## config.mk

```make
export PLATFORM = sky130hd
export DESIGN_NAME = hamming_rx_arbiter
export DESIGN_NICKNAME = d
export VERILOG_FILES = /design/src/rtl/hamming_rx_arbiter.sv
export SDC_FILE = /design/constraint.sdc
export NUM_CORES = 1
export LEC_CHECK = 0
export BUFFER_PORTS_ARGS = -buffer_cell sky130_fd_sc_hd__buf_2
export CORE_MARGIN = 4
export CORE_UTILIZATION = 30
export DETAILED_ROUTE_END_ITERATION = 8
export PLACE_DENSITY = 0.52
export REMOVE_ABC_BUFFERS = 1
export SLEW_MARGIN = 30
export SYNTH_ARGS = -nofsm -noshare
export SYNTH_HDL_FRONTEND = slang
export SYNTH_SLANG_ARGS = --single-unit
```

## constraint.sdc

```tcl
create_clock -name clk -period 1.5 [get_ports clk]
set_input_delay 0.3 -clock clk [delete_from_list [all_inputs] [get_ports clk]]
set_output_delay 0.3 -clock clk [all_outputs]
set_load 0.01 [all_outputs]
```

## src/rtl/hamming_rx_arbiter.sv

```systemverilog
// Round-robin arbiter sharing one Hamming(7,4) decoder across NUM_CH receiver channels.
// Optional build macro HAMMING_CORRECT_EN enables single-bit correction of the data nibble.
module hamming_rx_arbiter #(
  parameter int unsigned NUM_CH = 2
) (
  input  logic                clk,
  input  logic                rst,
  input  logic                ena,
  input  logic [NUM_CH*7-1:0] ch_data,
  input  logic [NUM_CH-1:0]   ch_valid,
  output logic [3:0]          out_data,
  output logic [1:0]          out_chan,
  output logic                out_err,
  output logic                out_valid,
  input  logic                out_ready,
  output logic [NUM_CH-1:0]   overrun,
  input  logic                overrun_clr
);

  localparam int unsigned CW_W   = 7;
  localparam int unsigned DATA_W = 4;
  localparam int unsigned IDX_W  = 2;

  typedef enum logic [1:0] {
    IDLE   = 2'd0,
    DECODE = 2'd1,
    OUTPUT = 2'd2
  } state_t;

  state_t state, state_nxt;

  logic [NUM_CH-1:0][CW_W-1:0] hold;
  logic [NUM_CH-1:0]           pending;
  logic [IDX_W-1:0]            rr_ptr;
  logic [IDX_W-1:0]            gnt;
  logic [CW_W-1:0]             cw;

  logic [NUM_CH-1:0]           rot_c;
  logic [IDX_W-1:0]            gnt_sel_c;
  logic [CW_W-1:0]             hold_sel_c;
  logic [NUM_CH-1:0]           ovr_set_c;
  logic [2:0]                  syn_c;
  logic [DATA_W-1:0]           data_c;
  logic                        grant_c;
  logic                        load_c;
  logic                        done_c;

  // First pending channel at or above rr_ptr, with wrap
  always_comb begin
    rot_c     = NUM_CH'({pending, pending} >> rr_ptr);
    gnt_sel_c = '0;
    for (int k = NUM_CH - 1; k >= 0; k--) begin
      if (rot_c[k]) gnt_sel_c = IDX_W'((32'(rr_ptr) + 32'(k)) % NUM_CH);
    end
  end

  always_comb begin
    hold_sel_c = '0;
    ovr_set_c  = '0;
    for (int i = 0; i < NUM_CH; i++) begin
      if (gnt_sel_c == IDX_W'(i)) hold_sel_c = hold[i];
      // A frame arriving on the channel being granted this cycle refills the slot instead of dropping
      ovr_set_c[i] = ch_valid[i] && pending[i] && !(grant_c && gnt_sel_c == IDX_W'(i));
    end
  end

  always_comb begin
    syn_c = {cw[3] ^ cw[4] ^ cw[5] ^ cw[6],
             cw[1] ^ cw[2] ^ cw[5] ^ cw[6],
             cw[0] ^ cw[2] ^ cw[4] ^ cw[6]};
`ifdef HAMMING_CORRECT_EN
    // Only syndromes pointing at data positions 3,5,6,7 change the nibble
    data_c = {cw[6], cw[5], cw[4], cw[2]} ^
             {syn_c == 3'd7, syn_c == 3'd6, syn_c == 3'd5, syn_c == 3'd3};
`else
    data_c = {cw[6], cw[5], cw[4], cw[2]};
`endif
  end

  always_comb begin
    state_nxt = state;
    grant_c   = 1'b0;
    load_c    = 1'b0;
    done_c    = 1'b0;
    case (state)
      IDLE: begin
        if (|pending) begin
          grant_c   = 1'b1;
          state_nxt = DECODE;
        end
      end
      DECODE: begin
        load_c    = 1'b1;
        state_nxt = OUTPUT;
      end
      OUTPUT: begin
        if (out_ready) begin
          done_c    = 1'b1;
          state_nxt = IDLE;
        end
      end
      default: state_nxt = IDLE;
    endcase
  end

  always_ff @(posedge clk) begin
    if (rst) begin
      state <= IDLE;
    end else if (ena) begin
      state <= state_nxt;
    end
  end

  always_ff @(posedge clk) begin
    if (rst) begin
      hold      <= '0;
      pending   <= '0;
      rr_ptr    <= '0;
      gnt       <= '0;
      cw        <= '0;
      overrun   <= '0;
      out_data  <= '0;
      out_chan  <= '0;
      out_err   <= 1'b0;
      out_valid <= 1'b0;
    end else if (ena) begin
      for (int i = 0; i < NUM_CH; i++) begin
        if (ch_valid[i] && !ovr_set_c[i]) begin
          hold[i]    <= ch_data[CW_W*i +: CW_W];
          pending[i] <= 1'b1;
        end else if (grant_c && gnt_sel_c == IDX_W'(i)) begin
          pending[i] <= 1'b0;
        end
      end
      overrun <= (overrun & ~{NUM_CH{overrun_clr}}) | ovr_set_c;
      if (grant_c) begin
        gnt <= gnt_sel_c;
        cw  <= hold_sel_c;
      end
      if (load_c) begin
        out_data  <= data_c;
        out_chan  <= gnt;
        out_err   <= |syn_c;
        out_valid <= 1'b1;
      end
      if (done_c) begin
        out_valid <= 1'b0;
        rr_ptr    <= (gnt == IDX_W'(NUM_CH - 1)) ? '0 : gnt + IDX_W'(1);
      end
    end
  end

endmodule

```

-- Yosys cells after proc, flatten, opt, wreduce, memory -nomap -nowiden
Index checks and enable logic that the tools add are counted.
- register bits: 39
- output and inout bits: 10
- logic and storage cells: 81
- add/sub/neg operators: 2
- eq/ne operators: 6
- shifts and indexed selects: 1
- mux-type cells: 19
- bitwise gates (word level): 12
- reduce and logical (&&, ||, !) cells: 28
- operators with widths (cell ; number):
    $reduce_and A2 Y1 ; 8
    $mux W7 ; 2
    $mux W1 ; 12
    $xor A1 B1 Y1 ; 9
    $logic_and A1 B1 Y1 ; 8
    $mux W2 ; 4
    $eq A2 B1 Y1 const B ; 3
    $pmux W2 S3 ; 1
    $reduce_bool A2 Y1 ; 3
    $logic_not A1 Y1 ; 4
    $logic_not A2 Y1 ; 2
    $ne A2 B2 Y1 const B ; 2
    $shr A4 B2 Y2 ; 1
    $reduce_and A3 Y1 ; 1
    $reduce_or A3 Y1 ; 1
    $add A2 B1 Y2 const B ; 1
    $and A2 B2 Y2 ; 1
    $eq A2 B2 Y1 const B ; 1
    $not A2 Y2 ; 1
    $or A2 B2 Y2 ; 1
    $reduce_or A2 Y1 ; 1
    $add A1 B1 Y1 const B ; 1

-- Logic depth before layout (Yosys ltp)
- depth in word-level cells: 11
- gate-level depth with buffers: 6
- depth with buffers taken out: 4

-- Least setup slack after synthesis
OpenSTA, ideal clock, no wires.
- path kind: input -> register
- start: input ena
- end: register out_err
- arrival time: 1.300 ns
- data required time: 1.363 ns
- slack: 0.063 ns
- cell stages on the path: 6
- path buffers: 2
- path through: buf_2 -> nand2b_1 -> or2_1 -> buf_2 -> nor4_1 -> a2111oi_2
- cells in the longest elaborated chain, start to end: 1
- ends and longest elaborated chain (what ; RTL line ; RTL):
    from (decl) ; 8 ; input logic ena,
    $reduce_and A2 Y1 (no line) ; - ;
    to (signal assigned) ; 143 ; out_err <= |syn_c;
    to (decl) ; 13 ; output logic out_err,
Every way passes these cells.
A chain may end at the register's enable or synchronous reset.

-- Worst setup path in the final report
- start: register cw[4]
- end: register out_err
- cells in the longest elaborated chain, start to end: 4
- ends and longest elaborated chain (what ; RTL line ; RTL):
    from (decl) ; 36 ; logic [CW_W-1:0] cw;
    from (signal assigned) ; 138 ; cw <= hold_sel_c;
    $xor A1 B1 Y1 (3 in a row) ; 68 ; syn_c = {cw[3] ^ cw[4] ^ cw[5] ^ cw[6],
    $reduce_or A3 Y1 * ; 143 ;
Mark *: on every way between the ends. The rest lies on a longest branch, timed or not.

==> results.ini <==
[logic_synthesis]
synth_cell_types = 34
ys_seq_area_frac = 0.466
avgSynthCellArea_sq_um = 9.16
synth_area_sq_um = 1550
synthCells = 169
synth_top_area_share = 0.466
synthTopCellsByArea = dfxtp_1, mux2i_1, a21oi_1
ys_warn_count = 0
yosysTopAreaCell = dfxtp_1
ys_seq_elements = 36

[critical_path]
worstSetupPathType = reg -> reg
start_kind = flip-flop
slowest_delay_ns = 0.43
critPathMaxFanout = 4
arrival_ns = 1.55
crit_required_ns = 1.68
reg2reg_from = cw[4]$_SDFFE_PP0P_
worst_path_max_delay_cell = xnor3_1
worstSetupPathDepth = 4
critPathCaptureType = flip-flop
r2r_cells = 4
crit_path_start = cw[4]$_SDFFE_PP0P_
path_buf_inv = 0
path_delay_family = XOR/XNOR gates
worstPathCellList = xnor3_1 > nand2_1 > nor4_1 > a2111oi_2

[floorplanning]
core_sq_um = 4850
die-area_sq_um = 6370
initial_core_util = 0.319
io_pins = 31
fp.dieH_microns = 79.8
rows = 25
die_w_microns = 79.8

[global_routing]
antenna_found_initial = 0
grt_use_total = 0.108
grt_max_degree = 15
grt_pass1_vias = 1110
grt_remaining_overflow = 0
grt_pass1_wl_microns = 5250

[routing]
drt_iter0_drc = 29
wl_per_cell_microns = 11.9
via_per_inst = 4.51
dr_total_vias = 1228
drt_pass1_iterations = 4
wirelength_microns = 3230
drc = 0
antenna_left = 0

[cts]
clk_latency_ns = 0.28
htreeDepth = 2
clkTransAtPathRegs_ns = 0.06
cts.sinks = 36
postCtsHoldBufs = 0
cts_tree = built
cts_buffer_depth = 2
cts_made_buffers = 5
root_buffer = clkbuf_8

[sta]
fmax_mhz = 732
setup_ws_ns = 0.134
clock_skew_ns = 0.00170
drv_slew = 0
hold_viol = 0
rsz0062_at_grt = no
fin_crit_sh = 0.911
setup_viol = 0
fin_crit_ns = 1.37
fin_tns_setup_ns = 0

[place]
place_ws_ns = 0.0728
gp_congestion = 0.762
dp_hpwl_microns = 2420
portBuffers = 29

[layout]
drive_above_1_share = 0.254
final_util = 0.394
fill_cells = 499
diodes = 0
synthToLayoutAreaGrowth_pct = 23.4
layout.nets = 228

[pwr]
power.leakage_nw = 0.800
ir_drop_v = 0.000405
power_w = 0.00193
p_per_area_nw_per_um2 = 1010

[min_path]
min_path_type = in -> reg
min_from = ch_data[2]
hold_depth = 3

[job]
drv_cap = 0

[outcome]
status = complete, no violations

## synth_stat cells
master / number
dfxtp_1: 36
nor2_1: 23
a21oi_1: 19
nand2_1: 17
mux2i_1: 14
o21ai_0: 8
a211oi_1: 7
nand3_1: 7
clkbuf_1: 5
buf_4: 3
inv_1: 3
buf_2: 2
nand2b_1: 2
xnor2_1: 2
xnor3_1: 2
a2111oi_2: 1
a211o_1: 1
a21boi_0: 1
a21oi_4: 1
a22oi_1: 1
and2_1: 1
and2b_1: 1
and3_1: 1
buf_6: 1
conb_1: 1
mux2_2: 1
nand4_1: 1
nand4b_1: 1
nor3_4: 1
nor4_1: 1
o21ba_1: 1
o31a_1: 1
o31ai_2: 1
or2_1: 1
## flip-flops by register name (all words and copies together), names as in the netlist
register,count
state,2
hold,14
out_data,4
cw,7
gnt,1
overrun,2
out_chan,1
out_valid,1
out_err,1
rr_ptr,1
pending,2
## worst register-to-register path: stages, from the launching register on
cell	delay (ns)
dfxtp_1	0.39
xnor3_1	0.43
nand2_1	0.08
nor4_1	0.05
a2111oi_2	0.31
## cells in the final DEF (no fill, tap or decap), types with 2 or more instances in the layout
master / Yosys / final
a211oi_1: 7 / 7
a21oi_1: 19 / 19
buf_12: 0 / 2
buf_2: 2 / 29
buf_4: 3 / 10
clkbuf_8: 0 / 5
dfxtp_1: 36 / 36
inv_1: 3 / 3
mux2i_1: 14 / 14
nand2_1: 17 / 17
nand2b_1: 2 / 2
nand3_1: 7 / 7
nor2_1: 23 / 23
o21ai_0: 8 / 8
xnor2_1: 2 / 2
xnor3_1: 2 / 2
## what timing repair did
item	4_1_cts	5_1_grt
setup buffers	0	1
setup endpoints to repair	0	6
resized for setup	0	1
## per-layer routing
| layer | track usage | vias to the layer above | part of all wire |
|---|---|---|---|
| met2 | 0.155 | 29 | 0.42 |
| met3 | 0.0463 | 2 | 0.061 |
| li1 | - | 659 | - |
| met5 | 0 | - | 0 |
| met4 | 0.0355 | 0 | 0.0074 |
| met1 | 0.144 | 538 | 0.51 |
## metrics by stage
stage                     hold slack (ns)  instances  area [sq um]
after global routing                0.250        272          1910
after floorplan                     0.369        158          1490
after global placement              0.444        266          1820
after detailed placement            0.446        266          1820
after CTS                           0.250        271          1890
final                               0.253        272          1910
## cell type report
type                            instances  area (sq um)  area share
Sequential cell                        36           721       0.377
Inverter                                3          11.3     0.00590
Timing Repair Buffer                   42           272       0.142
Tap cell                               67          83.8      0.0439
Clock buffer                            5          68.8      0.0360
Multi-Input combinational cell        119           753       0.394
## cells by family after synthesis
family	share of synthesized area
simple gates	0.169
compound gates	0.177
flops	0.466
mux	0.0978
buf+inv	0.0477
xor+xnor	0.0404
other cells	0.00242
## power by group
group          internal (W)  switching, W
clock              0.000299      0.000302
combinational      0.000150      0.000144
sequential          0.00100     0.0000327
total               0.00145      0.000479
## final timing paths
check	endpoint	slack, ns
max	out_err$_SDFFE_PP0P_	0.13
min	hold[2]$_SDFFE_PP0P_	0.25
max reg2reg	out_err$_SDFFE_PP0P_	0.13
min reg2reg	out_data[3]$_SDFFE_PP0P_	0.45
Note: power is estimated with default switching activity, not from simulation.
